**src/rtl/seq_det_pkg.sv**
```systemverilog
// Shared constants for the parameterised serial sequence detector.
// Build option: SEQ_DET_COUNT_EN adds the saturating match counter.
package seq_det_pkg;

  localparam int DEF_MAX_LEN = 8;
  localparam int LEN_W       = $clog2(DEF_MAX_LEN + 1);
  localparam int MIN_LEN     = 2;
  localparam int CNT_W       = 16;

  typedef enum logic {
    OVL_OFF = 1'b0,
    OVL_ON  = 1'b1
  } ovl_mode_e;

endpackage

```
**src/rtl/seq_det_match_cnt.sv**
```systemverilog
// Saturating match counter with enable and synchronous clear.
// Only instantiated when SEQ_DET_COUNT_EN is defined.
module seq_det_match_cnt
  import seq_det_pkg::*;
(
  input  logic             clk,
  input  logic             srst,
  input  logic             clear,
  input  logic             en,
  output logic [CNT_W-1:0] cnt
);

  logic [CNT_W-1:0] cnt_reg;

  always_ff @(posedge clk) begin
    if (srst || clear) begin
      cnt_reg <= '0;
    end else if (en && (cnt_reg != {CNT_W{1'b1}})) begin
      cnt_reg <= cnt_reg + CNT_W'(1);
    end
  end

  assign cnt = cnt_reg;

endmodule

```
**src/rtl/seq_det_param.sv**
```systemverilog
// Runtime-configurable serial pattern detector with Mealy and Moore match flags.
// Build option: SEQ_DET_COUNT_EN adds the match_cnt output.
module seq_det_param
  import seq_det_pkg::*;
#(
  parameter int                  MAX_LEN     = DEF_MAX_LEN,
  parameter logic [MAX_LEN-1:0]  DEF_PATTERN = MAX_LEN'(8'b0000_0101),
  parameter int                  DEF_LEN     = 3
) (
  input  logic                           clk,
  input  logic                           reset,
  input  logic                           x,
  input  logic                           x_valid,
  input  logic                           cfg_load,
  input  logic [MAX_LEN-1:0]             cfg_pattern,
  input  logic [$clog2(MAX_LEN+1)-1:0]   cfg_len,
  input  logic                           cfg_overlap,
  output logic                           y_mealy,
  output logic                           y_moore
`ifdef SEQ_DET_COUNT_EN
  ,
  output logic [CNT_W-1:0]               match_cnt
`endif
);

  localparam int LW = $clog2(MAX_LEN + 1);

  logic [MAX_LEN-1:0] hist_reg, hist_next;
  logic [MAX_LEN-1:0] pattern_reg;
  logic [MAX_LEN-1:0] len_mask;
  logic [LW-1:0]      fill_reg, fill_next;
  logic [LW-1:0]      len_reg;
  logic [LW-1:0]      cfg_len_clamped;
  ovl_mode_e          overlap_reg;
  logic               y_moore_reg;
  logic               accept;
  logic               match;

  always_comb begin
    cfg_len_clamped = cfg_len;
    if (cfg_len < LW'(MIN_LEN)) begin
      cfg_len_clamped = LW'(MIN_LEN);
    end else if (cfg_len > LW'(MAX_LEN)) begin
      cfg_len_clamped = LW'(MAX_LEN);
    end
  end

  // Only the low len bits of history take part in the comparison.
  for (genvar gi = 0; gi < MAX_LEN; gi++) begin : g_mask
    assign len_mask[gi] = (LW'(gi) < len_reg);
  end

  always_comb begin
    accept    = x_valid & ~cfg_load;
    hist_next = {hist_reg[MAX_LEN-2:0], x};
    fill_next = (fill_reg >= len_reg) ? len_reg : fill_reg + LW'(1);
    match     = accept && (fill_next == len_reg) &&
                (((hist_next ^ pattern_reg) & len_mask) == '0);
  end

  always_ff @(posedge clk) begin
    if (reset) begin
      hist_reg    <= '0;
      fill_reg    <= '0;
      pattern_reg <= DEF_PATTERN;
      len_reg     <= LW'(DEF_LEN);
      overlap_reg <= OVL_ON;
      y_moore_reg <= 1'b0;
    end else if (cfg_load) begin
      hist_reg    <= '0;
      fill_reg    <= '0;
      pattern_reg <= cfg_pattern;
      len_reg     <= cfg_len_clamped;
      overlap_reg <= ovl_mode_e'(cfg_overlap);
      y_moore_reg <= 1'b0;
    end else begin
      y_moore_reg <= match;
      if (accept) begin
        hist_reg <= hist_next;
        // Non-overlapping mode restarts the history after every match.
        fill_reg <= (match && (overlap_reg == OVL_OFF)) ? '0 : fill_next;
      end
    end
  end

  assign y_mealy = match;
  assign y_moore = y_moore_reg;

`ifdef SEQ_DET_COUNT_EN
  seq_det_match_cnt u_match_cnt (
    .clk   (clk),
    .srst  (reset),
    .clear (cfg_load),
    .en    (match),
    .cnt   (match_cnt)
  );
`endif

endmodule
```
**config.mk**
```make
export PLATFORM = sky130hd
export DESIGN_NAME = seq_det_param
export DESIGN_NICKNAME = d
export VERILOG_FILES = /design/src/rtl/seq_det_pkg.sv /design/src/rtl/seq_det_match_cnt.sv /design/src/rtl/seq_det_param.sv
export SDC_FILE = /design/constraint.sdc
export NUM_CORES = 1
export LEC_CHECK = 0
export ABC_AREA = 1
export BUFFER_PORTS_ARGS = -buffer_cell sky130_fd_sc_hd__buf_2
export CAP_MARGIN = 20
export CELL_PAD_IN_SITES_DETAIL_PLACEMENT = 1
export CELL_PAD_IN_SITES_GLOBAL_PLACEMENT = 1
export CORE_UTILIZATION = 43
export DETAILED_ROUTE_END_ITERATION = 12
export PLACE_DENSITY = 0.88
export SLEW_MARGIN = 20
export SYNTH_ARGS = -nofsm -noshare
export SYNTH_HDL_FRONTEND = slang
export SYNTH_HIERARCHICAL = 1
export SYNTH_SLANG_ARGS = --single-unit
```
**constraint.sdc**
```tcl
create_clock -name clk -period 3.2 [get_ports clk]
set_input_delay 0.32 -clock clk [delete_from_list [all_inputs] [get_ports clk]]
set_output_delay 0.32 -clock clk [all_outputs]
set_load 0.05 [all_outputs]
```
==> results.txt <==
The flow ran to the end, and the final reports show no timing, DRC or antenna violations. The final net count is 242. The clock edge transition at the registers on the reported setup and hold paths came out at 160 ps. The post-layout instance area is 0.001545 mm^2. The worst-case IR drop observed on VDD is 0.0001805 V. The length of the first detailed-routing pass in iterations came out at 4. The repair_antennas step left the layout with diodes totalling 0. The total of warnings raised by yosys came out at 6. The actual transition at the worst max-transition pin came out at 562.5 ps.

The number of H-tree levels came out at 1. Summed over its instances, the top area cell type makes up 36.17% of the synthesized netlist area. The proportion of synthesized chip area in sequential cells is 36.17%.

After layout, the worst path uses 82.82% of the clock period. For this block, the routed nets add up to 4.041 mm of wire. The post-detailed-route wirelength per cell came out at 15.42 um. The number of core rows came out at 20. The worst setup slack before clock tree synthesis is 957.0 ps. The buffer cell driving the clock tree root is sky130_fd_sc_hd__clkbuf_4. For this design the ratio of total power to cell area is 397.4 mW/mm^2.

The number of buffer and inverter instances along the worst setup path came out at 4. The height of the die is 58.73 um. The detail-routed via count per cell is 5.408. The number of gates given a new drive strength after cts came out at 0. The final hold violation count came out at 0.

The smallest hold slack is 183.3 ps. The quantity of I/O buffers inserted on ports came out at 19. Walking the worst path, the cells encountered are inv_1, ha_1, inv_1, nand2_1, nand2_1, nand2_1, nand2_2, nand4_1, nand3_1, nor2_2, nand2_1, inv_1, buf_2.

The min-delay analysis places its worst path in the category input port to register. The largest driver fanout on the critical path is 9. The critical path class is register to output pin. On the worst path, the slowest cell contributes a delay of 460 ps.

The horizontal die dimension came out at 58.73 um. The worst setup path is captured at an output pin. The count of max-cap constraint violations is 0. The wire length of the first global-routing pass is 6.699 mm. Measured on the finished design, the core utilization comes to 50.61%. After legalization and detailed placement, the total HPWL measured 3.095 mm. The vias after detailed routing is 1417. The slack of the critical path came out at 549.8 ps.

The count of different cell masters after synthesis came out at 20. The clock skew after layout is 8.839 ps. Summed over all instances, the cell type with the most area after synthesis is sky130_fd_sc_hd__dfxtp_1. The DRC marker count from the first detailed-route iteration came out at 37. In this run the tightest slew margin relative to its limit is 62.41%.

The final global-route overflow total is 0. The worst endpoint required time is 2880 ps. The worst path in the final design needs a cycle of 2650 ps, including I/O delays and setup. The maximum clock rate came out at 377.3 MHz. On the critical path the largest part of the delay comes from simple AND/OR/NAND/NOR gates.

The cell at the slowest stage of the critical path is sky130_fd_sc_hd__dfxtp_1. The fraction of final layout cells sized beyond drive strength 1 came out at 15.60%. The leakage power total came out at 0.7194 nW. Buffers inserted during clock tree synthesis total 3. The register with the most flip-flops in the layout has 8 of them.

The area of the core is 0.003053 mm^2. The number of global-route vias before repair was 1481. STA classifies the critical path startpoint as a register. The flip-flop and latch count after synthesis came out at 25. Once detail routing completed, the nets flagged for antenna violations numbered 0. The count of final setup violators is 0.

After routing, the total negative slack on setup checks comes to 0 ps. Synthesis produced a netlist with a net count of 222. Data arrives at the worst endpoint at 2330 ps. For this run, design rule violations remaining after detail routing come to 0. For this design, the CTS-stage hold fixing added 0 buffers. The area taken by multi-input logic gates came out at 752.0 um^2.

The layout overhead on the synthesized area is 11.66%. The source-to-sink clock delay at the later pin of the worst-skew pair is 340 ps. The cell that appears most often on the critical path is sky130_fd_sc_hd__nand2_1. The initial antenna violation count is 0.

In the post-synthesis netlist, the biggest area contributors are sky130_fd_sc_hd__dfxtp_1, sky130_fd_sc_hd__nand2_1, sky130_fd_sc_hd__inv_1. Pin placement for this block handled 20 I/O pins. The area of the mapped netlist is 0.001384 mm^2. The max-slew violation count was 0. The post-synthesis area per instance is 6.954 um^2. TritonCTS built the clock tree. The number of filler cells placed in the layout came out at 434. The overall fraction of global-route tracks in use came out at 26.09%.

The CTS sink count came out at 25. Setup repair after global routing left no endpoint under its margin. The maximum clock insertion buffer count is 2. The starting density of the core is 45.33%.

The area enclosed by the die boundary came out at 0.003449 mm^2. The post-CTS setup buffer count is 0. In the synthesized netlist, the number of instances is 199. After detailed placement, the total cell area comes to 0.001515 mm^2. The largest net degree at the start of global routing came out at 16. The last weighted congestion value of the routability-driven placer is 0.8851. The register cell area after layout is 500.5 um^2.
-- per-layer routing --
layer	global-route usage, %	part of all wire [%]	up-vias
li1	-	-	695
met1	30.38	42	683
met2	47.73	53	34
met3	3.516	3.5	5
met4	10.54	1.0	0
met5	0	0	-
-- logic make-up (layout without fill, tap and decap cells) --
| group | after synthesis | in the layout | synth area share [%] |
|---|---|---|---|
| flip-flops | 25 | 25 | 36.17 |
| XOR/XNOR | 2 | 2 | 1.266 |
| buffers and inverters | 34 | 53 | 9.493 |
| adder cells (fa/ha/maj) | 5 | 5 | 4.521 |
| AND/OR/NAND/NOR | 95 | 95 | 31.28 |
| AO/OA/AOI/OAI | 38 | 38 | 17.27 |
-- worst reg2reg max path, cell delays in order (launching register included) --
cell                      delay, ps
sky130_fd_sc_hd__dfxtp_1        460
sky130_fd_sc_hd__inv_1          110
sky130_fd_sc_hd__ha_1           280
sky130_fd_sc_hd__inv_1           40
sky130_fd_sc_hd__nand2_1         60
sky130_fd_sc_hd__nand2_1         50
sky130_fd_sc_hd__nand2_1         60
sky130_fd_sc_hd__nand2_2        120
sky130_fd_sc_hd__nand4_1        120
sky130_fd_sc_hd__nand3_1        130
sky130_fd_sc_hd__nor2_2         160
sky130_fd_sc_hd__nand3_2        120
sky130_fd_sc_hd__nand2_1         90
sky130_fd_sc_hd__a21oi_1         60
-- cells in the mapped netlist --
master,number
sky130_fd_sc_hd__a211oi_1,12
sky130_fd_sc_hd__a21oi_1,11
sky130_fd_sc_hd__a21oi_4,1
sky130_fd_sc_hd__buf_2,3
sky130_fd_sc_hd__clkbuf_1,1
sky130_fd_sc_hd__dfxtp_1,25
sky130_fd_sc_hd__ha_1,5
sky130_fd_sc_hd__inv_1,27
sky130_fd_sc_hd__inv_2,3
sky130_fd_sc_hd__nand2_1,44
sky130_fd_sc_hd__nand2_2,2
sky130_fd_sc_hd__nand3_1,10
sky130_fd_sc_hd__nand3_2,2
sky130_fd_sc_hd__nand4_1,10
sky130_fd_sc_hd__nor2_1,24
sky130_fd_sc_hd__nor2_2,2
sky130_fd_sc_hd__nor2_8,1
sky130_fd_sc_hd__o211ai_1,3
sky130_fd_sc_hd__o21ai_0,11
sky130_fd_sc_hd__xnor2_1,2
-- layout by cell type, fill, tap and decap left out, drive strengths merged --
cell type | Yosys | layout
clkbuf | 1 | 3
o21ai | 11 | 11
xnor2 | 2 | 2
nand3 | 12 | 12
o211ai | 3 | 3
a21oi | 12 | 12
buf | 3 | 19
nor2 | 27 | 27
nand4 | 10 | 10
dfxtp | 25 | 25
clkinvlp | 0 | 1
ha | 5 | 5
nand2 | 46 | 46
inv | 30 | 30
a211oi | 12 | 12
-- through the flow --
stage / std cells / total power, mW
final: 262 / 0.6140
after floorplan: 199 / 0.4198
after CTS: 262 / 0.6154
after global routing: 262 / 0.6480
after global placement: 258 / 0.4496
after detailed placement: 258 / 0.4599
-- area by class of cell --
class | instances | share of cell area, %
multi-input cells | 140 | 48.66
flip-flops and latches | 25 | 32.39
clock buffers | 3 | 1.457
clock inverters | 1 | 0.4858
inverters | 30 | 7.287
well taps | 44 | 3.563
repair buffers | 19 | 6.154
-- final timing paths --
check	start	to	slack, ps	cells after the start
min	cfg_overlap	overlap_reg	180	3
max reg2reg	fill_reg[0]	fill_reg[0]	1210	13
min reg2reg	pattern_reg[4]	pattern_reg[4]	500	2
max	fill_reg[0]	y_mealy	550	13
-- power breakdown --
group	internal [mW]	total (mW)	switching [mW]
Combinational	0.0388	0.117	0.0777
Clock	0.0480	0.159	0.110
Sequential	0.327	0.339	0.0124
Total	0.413	0.614	0.201
No activity file was read; power rests on OpenSTA's default activity.
